==> src/rtl/snake_state_engine.sv <==
// Snake geometry engine: holds head/body segments, advances one block per move_tick
// with wrap-around, detects self-collision and streams body segments to the renderer.
module snake_state_engine #(
   parameter int GRID_W   = 80,
   parameter int GRID_H   = 60,
   parameter int START_X  = 40,
   parameter int START_Y  = 30,
   parameter int INIT_LEN = 3,
   parameter int MAX_LEN  = 15
) (
   input  logic       clock_25,
   input  logic       reset,
   input  logic       game_enable,
   input  logic       move_tick,
   input  logic [1:0] direction,
   input  logic       grow,
   output logic [6:0] snake_head_x,
   output logic [6:0] snake_head_y,
   output logic [6:0] snake_body_x,
   output logic [6:0] snake_body_y,
   output logic       en_snake_body,
   output logic [3:0] snake_length,
   output logic       collision
);

   typedef enum logic [1:0] {IDLE, SCAN, UPDATE, DEAD} state_t;

   localparam logic [1:0] DIR_UP    = 2'b00;
   localparam logic [1:0] DIR_DOWN  = 2'b01;
   localparam logic [1:0] DIR_LEFT  = 2'b10;
   localparam logic [1:0] DIR_RIGHT = 2'b11;

   state_t     state;
   logic [6:0] seg_x [MAX_LEN];
   logic [6:0] seg_y [MAX_LEN];
   logic [3:0] length;
   logic [3:0] scan_idx;
   logic [1:0] cur_dir;
   logic       grow_pend;
   logic       tick_pend;

   logic [1:0] next_dir;
   logic [6:0] next_x;
   logic [6:0] next_y;
   logic       growing;
   logic       hit;
   logic [3:0] next_scan_idx;

   function automatic logic [6:0] init_x(input int i);
      return (i < INIT_LEN) ? 7'(START_X - i) : 7'd0;
   endfunction

   function automatic logic [6:0] init_y(input int i);
      return (i < INIT_LEN) ? 7'(START_Y) : 7'd0;
   endfunction

   assign snake_head_x = seg_x[0];
   assign snake_head_y = seg_y[0];
   assign snake_length = length;

   // Candidate move: the tail only counts as an obstacle when it will not vacate this move.
   always_comb begin
      next_dir = (direction == {cur_dir[1], ~cur_dir[0]}) ? cur_dir : direction;
      next_x   = seg_x[0];
      next_y   = seg_y[0];
      case (next_dir)
         DIR_UP:    next_y = (seg_y[0] == 7'd0) ? 7'(GRID_H - 1) : seg_y[0] - 7'd1;
         DIR_DOWN:  next_y = (seg_y[0] == 7'(GRID_H - 1)) ? 7'd0 : seg_y[0] + 7'd1;
         DIR_LEFT:  next_x = (seg_x[0] == 7'd0) ? 7'(GRID_W - 1) : seg_x[0] - 7'd1;
         default:   next_x = (seg_x[0] == 7'(GRID_W - 1)) ? 7'd0 : seg_x[0] + 7'd1;
      endcase
      growing = grow_pend && (length < 4'(MAX_LEN));
      hit     = 1'b0;
      for (int i = 1; i < MAX_LEN; i++) begin
         if ((i + 1 < int'(length)) || (growing && (i + 1 == int'(length)))) begin
            if ((seg_x[i] == next_x) && (seg_y[i] == next_y))
               hit = 1'b1;
         end
      end
      next_scan_idx = (scan_idx >= length - 4'd1) ? 4'd1 : scan_idx + 4'd1;
   end

   always_ff @(posedge clock_25 or negedge reset) begin
      if (!reset) begin
         for (int i = 0; i < MAX_LEN; i++) begin
            seg_x[i] <= init_x(i);
            seg_y[i] <= init_y(i);
         end
         length        <= 4'(INIT_LEN);
         cur_dir       <= DIR_RIGHT;
         scan_idx      <= 4'd1;
         snake_body_x  <= 7'd0;
         snake_body_y  <= 7'd0;
         en_snake_body <= 1'b0;
         collision     <= 1'b0;
         grow_pend     <= 1'b0;
         tick_pend     <= 1'b0;
         state         <= IDLE;
      end else if (!game_enable || (state == IDLE)) begin
         for (int i = 0; i < MAX_LEN; i++) begin
            seg_x[i] <= init_x(i);
            seg_y[i] <= init_y(i);
         end
         length        <= 4'(INIT_LEN);
         cur_dir       <= DIR_RIGHT;
         scan_idx      <= 4'd1;
         snake_body_x  <= 7'd0;
         snake_body_y  <= 7'd0;
         en_snake_body <= 1'b0;
         collision     <= 1'b0;
         grow_pend     <= 1'b0;
         tick_pend     <= 1'b0;
         state         <= game_enable ? SCAN : IDLE;
      end else begin
         case (state)
            SCAN, DEAD: begin
               snake_body_x  <= seg_x[scan_idx];
               snake_body_y  <= seg_y[scan_idx];
               en_snake_body <= (length > 4'd1);
               scan_idx      <= next_scan_idx;
               if (grow)
                  grow_pend <= 1'b1;
               if ((state == SCAN) && (move_tick || tick_pend)) begin
                  tick_pend <= 1'b0;
                  state     <= UPDATE;
               end
            end
            UPDATE: begin
               en_snake_body <= 1'b0;
               scan_idx      <= 4'd1;
               grow_pend     <= grow;
               cur_dir       <= next_dir;
               if (move_tick)
                  tick_pend <= 1'b1;
               if (hit) begin
                  collision <= 1'b1;
                  state     <= DEAD;
               end else begin
                  for (int i = 1; i < MAX_LEN; i++) begin
                     seg_x[i] <= seg_x[i-1];
                     seg_y[i] <= seg_y[i-1];
                  end
                  seg_x[0] <= next_x;
                  seg_y[0] <= next_y;
                  if (growing)
                     length <= length + 4'd1;
                  state <= SCAN;
               end
            end
            default: state <= IDLE;
         endcase
      end
   end

endmodule

==> config.mk <==
export PLATFORM = sky130hd
export DESIGN_NAME = snake_state_engine
export DESIGN_NICKNAME = d
export VERILOG_FILES = /design/src/rtl/snake_state_engine.sv
export SDC_FILE = /design/constraint.sdc
export NUM_CORES = 1
export LEC_CHECK = 0
export ABC_CLOCK_PERIOD_IN_PS = 4380
export BUFFER_PORTS_ARGS = -buffer_cell sky130_fd_sc_hd__buf_2
export CAP_MARGIN = 40
export CORE_MARGIN = 10
export CORE_UTILIZATION = 55
export CTS_CLUSTER_SIZE = 12
export DETAILED_ROUTE_END_ITERATION = 10
export PLACE_DENSITY = 0.74
export RECOVER_POWER = 50
export SKIP_LAST_GASP = 1
export SLEW_MARGIN = 20
export SYNTH_ARGS = -nofsm -noshare
export SYNTH_HDL_FRONTEND = slang
export SYNTH_SLANG_ARGS = --single-unit
==> constraint.sdc <==
create_clock -name clock_25 -period 4.38 [get_ports clock_25]
set_input_delay 0.876 -clock clock_25 [delete_from_list [all_inputs] [get_ports clock_25]]
set_output_delay 0.876 -clock clock_25 [all_outputs]
set_load 0.005 [all_outputs]
# After elaboration in Yosys (flattened, before gate mapping)
# Index checks and enable logic that the tools add are counted.
# word_totals
ff_bits	240
latchBits	0
ramBits	0
mem_bits_ro	0
input_bits	7
out_inout_bits	34
wordCells	259
n_memories	0
# op_classes
add_sub_neg	7
multipliers	0
n_div	0
order_cmp	17
n_eq_ne	54
shift	0
muxes	77
bitwise	2
reduce_logical	62
# ops
operator	n
two-way mux 105 bit	6
== test 7 bit	28
two-way mux 7 bit	12
binary-select mux 7 bit (select 4 bit)	2
two-way mux 1 bit	38
== test 4 bit (first input constant)	8
logical AND 1 bit	30
less-than comparator 4 bit (first input constant)	7
case mux 7 bit (2 select lines)	2
two-way mux 4 bit	6
== test 3 x 4 -> 1 bit (first input constant)	4
less-than comparator 3 x 4 -> 1 bit (first input constant)	4
logical OR 1 bit	15
adder 7 x 1 -> 7 bit (second input constant)	2
logical NOT 7 bit	2
subtractor 7 x 1 -> 7 bit (second input constant)	2
two-way mux 2 bit	6
!= test 3 bit (second input constant)	3
adder 4 x 1 -> 4 bit (second input constant)	2
less-than comparator 2 x 4 -> 1 bit (first input constant)	2
case mux 4 bit (2 select lines)	1
nonzero test 2 bit	4
== test 7 x 6 -> 1 bit (second input constant)	1
== test 7 bit (second input constant)	1
21 further kinds	31

# Longest topological paths before layout
# depth
ltp_word	39
ltp_mapped	20
mapped_depth_nobuf	13

# Worst setup path after synthesis
# OpenSTA, ideal clock, no wires.
# synth_path
path_kind	input to register
start	input direction[1]
end	register seg_x[10] (netlist bit)
setup_ps	124
arrival_time_ps	4196
required_time_ps	4256
setup_slack_ps	60
cell_stages	16
path_buffers	5
cell_sequence	buf_4 xnor2_1 mux2_2 a211oi_1 nand2b_1 buf_2 xnor2_1 nor4b_1 and4b_1 nor4b_4 nand4_4 or2_1 buf_2 buf_6 buf_6 mux2i_1
# synth_via
elab_chain_len	37
elab_cells_between_ends	80
cone_classes	eq/ne (32); mux (31); reduce/logical (17)
# synth_rtl
item	line	source
start: declaration	15	input logic [1:0] direction,
== test 2 bit	63	next_dir = (direction == {cur_dir[1], ~cur_dir[0]}) ? cur_dir : direction;
two-way mux 2 bit *	63	
== test 2 x 1 -> 1 bit / logical NOT 2 bit (equally long branches)	66	case (next_dir)
OR reduction 2 bit (no source line)	-	
case mux 7 bit (2 select lines)	66	
== test 7 bit	76	if ((seg_x[i] == next_x) && (seg_y[i] == next_y))
logical AND 1 bit	76	
two-way mux 1 bit	76	
(+21 left out)	-	
two-way mux 1 bit	76	
two-way mux 1 bit	75	if ((i + 1 < int'(length)) || (growing && (i + 1 == int'(length)))) begin
two-way mux 1 bit	76	
two-way mux 1 bit	75	
two-way mux 1 bit	76	
two-way mux 1 bit *	75	
!= test 2 x 1 -> 1 bit (no source line) *	-	
AND reduction 2 bit (no source line) *	-	
end signal: indexed assignment	86	seg_x[i] <= init_x(i);
end signal: indexed assignment	101	seg_x[i] <= init_x(i);
end signal: indexed assignment	140	seg_x[i] <= seg_x[i-1];
end: declaration	34	logic [6:0] seg_x [MAX_LEN];
# Every way passes the cells marked *; elsewhere a longest branch is shown, timed or not.
# A chain may end at the register's enable or synchronous reset.

# Worst setup path after layout
# layout_path
start	register cur_dir[1]
end	register seg_y[52] (netlist bit)
# layout_via
elab_chain_len	37
elab_cells_between_ends	80
cone_classes	eq/ne (32); mux (31); reduce/logical (17)
# layout_rtl
item	line	source
start: declaration	38	logic [1:0] cur_dir;
start signal: assignment	132	cur_dir <= next_dir;
== test 2 bit	63	
two-way mux 2 bit *	63	
== test 2 x 1 -> 1 bit / logical NOT 2 bit (equally long branches)	66	
OR reduction 2 bit (no source line)	-	
case mux 7 bit (2 select lines)	66	
== test 7 bit	76	
logical AND 1 bit	76	
two-way mux 1 bit	76	
(+21 left out)	-	
two-way mux 1 bit	76	
two-way mux 1 bit	75	
two-way mux 1 bit	76	
two-way mux 1 bit	75	
two-way mux 1 bit	76	
two-way mux 1 bit *	75	
!= test 2 x 1 -> 1 bit (no source line) *	-	
AND reduction 2 bit (no source line) *	-	
end signal: indexed assignment	87	seg_y[i] <= init_y(i);
end signal: indexed assignment	102	seg_y[i] <= init_y(i);
end signal: indexed assignment	141	seg_y[i] <= seg_y[i-1];
end: declaration	35	logic [6:0] seg_y [MAX_LEN];
# Marked as above.

==> results.sh <==
export IMPL_final_area_um2=18600
export IMPL_crit_type="flop to flop"
export IMPL_synth_edf_count=0
export IMPL_grt_first_pass_wirelength_um=85100
export IMPL_finalCriticalPeriod_ps=4280
export IMPL_synthesis_nets=1562
export IMPL_vias=13400
export IMPL_numCtsBuffers=27
export IMPL_synth_area_top_cells="dfrtp_1, mux2i_1, mux4_2, xnor2_1, nand2_1"
export IMPL_cts_setup_buffers=0
export IMPL_core_area_um2=28600
export IMPL_crit_arrival_ps=4740
export IMPL_min_path_type="flop to flop"
export IMPL_ioPinCount=41
export IMPL_syn_to_final_growth_pct=16.7
export IMPL_grt_pass1_vias=13300
export IMPL_grt_overflow_total=0
export IMPL_end_kind="flop"
export IMPL_syn_area_per_cell_um2=10.3
export IMPL_finalCritPeriodShare=0.976
export IMPL_cts_htree_levels=1
export IMPL_start_kind="flop"
export IMPL_synth_cells=1542
export IMPL_skew_ps=14.6
export IMPL_multi_input_area_um2=9150
export IMPL_start_util=0.556
export IMPL_cts_tree="built"
export IMPL_netlist_area_um2=15900
export IMPL_synth_top_area_frac=0.337
export IMPL_drc=0
export IMPL_die_h_um=190
export IMPL_outcome="complete, but fails checks"
export IMPL_relSlewSlack=-0.832
export IMPL_fin_nets=1687
export IMPL_finalNonFillerCells=2072
export IMPL_final_core_util=0.648
export IMPL_ys_seq_area_frac=0.380
export IMPL_hold_viol=0
export IMPL_worst_pin_slew_ps=2750
export IMPL_cpMostUsedCell="buf_4"
export IMPL_clk_latency_ps=560
export IMPL_post_dp_cell_area_um2=17600
export IMPL_synthFlopType="dfrtp_1"
export IMPL_track_usage=0.310
export IMPL_ant_nets=0
export IMPL_violations="max-capacitance violations, max-slew violations"
export IMPL_vdd_drop_max_mv=0.325
export IMPL_viasPerCell=6.44
export IMPL_yosys_warnings=0
export IMPL_wl_per_cell_um=27.3
export IMPL_ys_async_sr_fraction=1.00
export IMPL_slew_viol_final=110
export IMPL_p_per_area_nw_per_um2=287
export IMPL_path_clk_slew_ps=60
export IMPL_netlist_top_cell_by_area="dfrtp_1"
export IMPL_die_x_um=190
export IMPL_antenna_found_initial=1
export IMPL_rows=62
export IMPL_cts_sinks=240
export IMPL_setup_viol=0
export IMPL_ys_ff_latch=240
export IMPL_dp_hpwl_um=42800
export IMPL_fmaxAchievable_mhz=234
export IMPL_dieArea_um2=36100
export IMPL_clock_root_buffer="clkbuf_16"
export IMPL_leakage_nw=8.66
export IMPL_required_ps=4840
export IMPL_dr_pass1_iters=6
export IMPL_route_final_wire_length_um=56500
export IMPL_place_congestion=1.06
export IMPL_register_area_um2=6040
export IMPL_cp_slowest_cell="dfstp_2"
export IMPL_grt_max_degree=111
export IMPL_drive_gt1_frac=0.229
export IMPL_dp_cells=2022
export IMPL_initialDrtViolationCount=1668
export IMPL_cap_violations=1
export IMPL_io_buffers=40
export IMPL_slowest_delay_ps=610
export IMPL_power_mw=5.33
export IMPL_layout_setup_ws_ps=105
export IMPL_rsz0062_at_grt="no"
export IMPL_clockBufferDepth=3
export IMPL_crit_path_cell_trace="buf_4, mux2_2, buf_4, nor2_1, o41a_1, buf_4, nor3_4, buf_4, buf_4, xnor2_1, o2111ai_1, nor4_2, nor4b_4, nand4_4, or2_4, buf_12, buf_12, mux2i_1"
export IMPL_path_max_fanout=16
export IMPL_post_place_ws_ps=-566
export IMPL_fillCellCount=2231
export IMPL_ys_types=84
metal layers:
layer | vias up | share of wire | global-route usage
li1 | 5822 | - | -
met1 | 6693 | 0.40 | 0.408
met2 | 684 | 0.45 | 0.483
met3 | 152 | 0.092 | 0.0663
met4 | 0 | 0.052 | 0.143
met5 | - | 0 | 0
synthesized netlist by cell type (8+ instances only):
| library cell | instances |
|---|---|
| o21ai_0 | 36 |
| a211oi_1 | 11 |
| buf_4 | 18 |
| a22o_1 | 41 |
| mux2i_1 | 200 |
| o2111ai_1 | 9 |
| buf_6 | 19 |
| clkbuf_1 | 58 |
| ha_1 | 13 |
| nand2_1 | 229 |
| nor4_1 | 16 |
| mux4_2 | 56 |
| nor3_1 | 26 |
| o211ai_1 | 18 |
| and3_1 | 9 |
| a31oi_1 | 9 |
| inv_1 | 13 |
| a21oi_1 | 24 |
| nand2b_1 | 12 |
| xor2_1 | 80 |
| nand4_1 | 21 |
| xnor2_1 | 101 |
| or3_1 | 9 |
| buf_2 | 31 |
| dfstp_2 | 26 |
| buf_1 | 9 |
| nand3_1 | 20 |
| nor2_1 | 71 |
| dfrtp_1 | 214 |
| a21o_1 | 9 |
| o21a_1 | 8 |
| o22ai_1 | 9 |
report_power, final:
group          internal (mW)  switching, mW
combinational          0.229          0.365
sequential              2.24         0.0293
clock                   1.50          0.963
total                   3.97           1.36
worst max-delay path, delay by kind of cell (launching register included):
family                 cells  cell delay [ps]
XOR/XNOR                   1              330
multiplexers               2              610
buffers and inverters      7             1080
flip-flops                 1              610
AO/OA/AOI/OAI              2              430
AND/OR/NAND/NOR            6             1100
state kept, by name (all words and copies together), names as in the netlist:
signal         count
snake_head_y       7
snake_body_x       7
seg_y             98
grow_pend          1
tick_pend          1
cur_dir            2
scan_idx           4
seg_x             98
en_snake_body      1
state              2
collision          1
snake_length       4
snake_body_y       7
snake_head_x       7
final cells by class:
class	instances	share of cell area
Antenna cell	2	0.000270
Clock buffer	39	0.0432
Clock inverter	9	0.00877
Inverter	13	0.00263
Multi-Input combinational cell	1154	0.493
Sequential cell	240	0.326
Tap cell	384	0.0259
Timing Repair Buffer	231	0.101
what timing repair did:
| item | in CTS | in global routing |
|---|---|---|
| endpoints found under the setup margin | 209 | 215 |
| endpoints found under the hold margin | 0 | 0 |
| hold buffers | 0 | 0 |
| gates cloned | 0 | 0 |
| pin swaps | 0 | 1 |
| resized for setup | 2 | 11 |
logic make-up (layout without fill, tap and decap cells):
kind of cell,after synthesis,in the layout,share of synthesized area
muxes,263,263,0.211
AOI/OAI and AO/OA,232,232,0.108
other,0,2,0
adders and majority gates,13,13,0.0102
and+or+nand+nor,465,465,0.141
xor gates and xnor gates,181,181,0.0997
buffers and inverters,148,292,0.0506
DFF,240,240,0.380
metrics by stage:
stage	TNS (ps)	hold WS, ps
after floorplan	0	457
after global placement	-100230	471
after detailed placement	-105940	486
after CTS	0	399
after global routing	0	517
final	0	502
final timing paths:
| path | from | slack, ps | endpoint | depth (start not counted) |
|---|---|---|---|---|
| setup / recovery | cur_dir[1] | 100 | seg_y[52] | 18 |
| hold / removal | snake_body_y[4] | 500 | snake_body_y[4] | 1 |
| setup reg to reg | cur_dir[1] | 100 | seg_y[52] | 18 |
| hold reg to reg | snake_body_y[4] | 500 | snake_body_y[4] | 1 |
| max in group asynchronous | reset | 1120 | seg_y[67] | 2 |
| min in group asynchronous | reset | 1150 | collision | 1 |
cell usage in the layout (no fill, tap or decap), types with 6 or more instances in the layout:
cell       count
a211oi_1      11
nand4_1       21
a22o_1        41
clkbuf_8       8
buf_4        169
a21oi_1       24
xor2_1        80
a221oi_1       6
o21ai_0       35
buf_2         29
buf_12        20
o2111ai_1      9
nand2_1      229
nor2_1        71
clkbuf_16     27
dfstp_2       24
o211ai_1      18
xnor2_1      101
mux4_2        56
inv_1         13
o22ai_1        9
a31oi_1        9
nor3_1        26
clkbuf_1      14
a21o_1         9
nor2b_1        7
ha_1          12
and3_1         9
nor4_1        13
or3_1          9
dfrtp_1      213
mux2i_1      200
o21a_1         7
nand2b_1      12
nand3_1       20
Note: power is estimated with default switching activity, not from simulation.
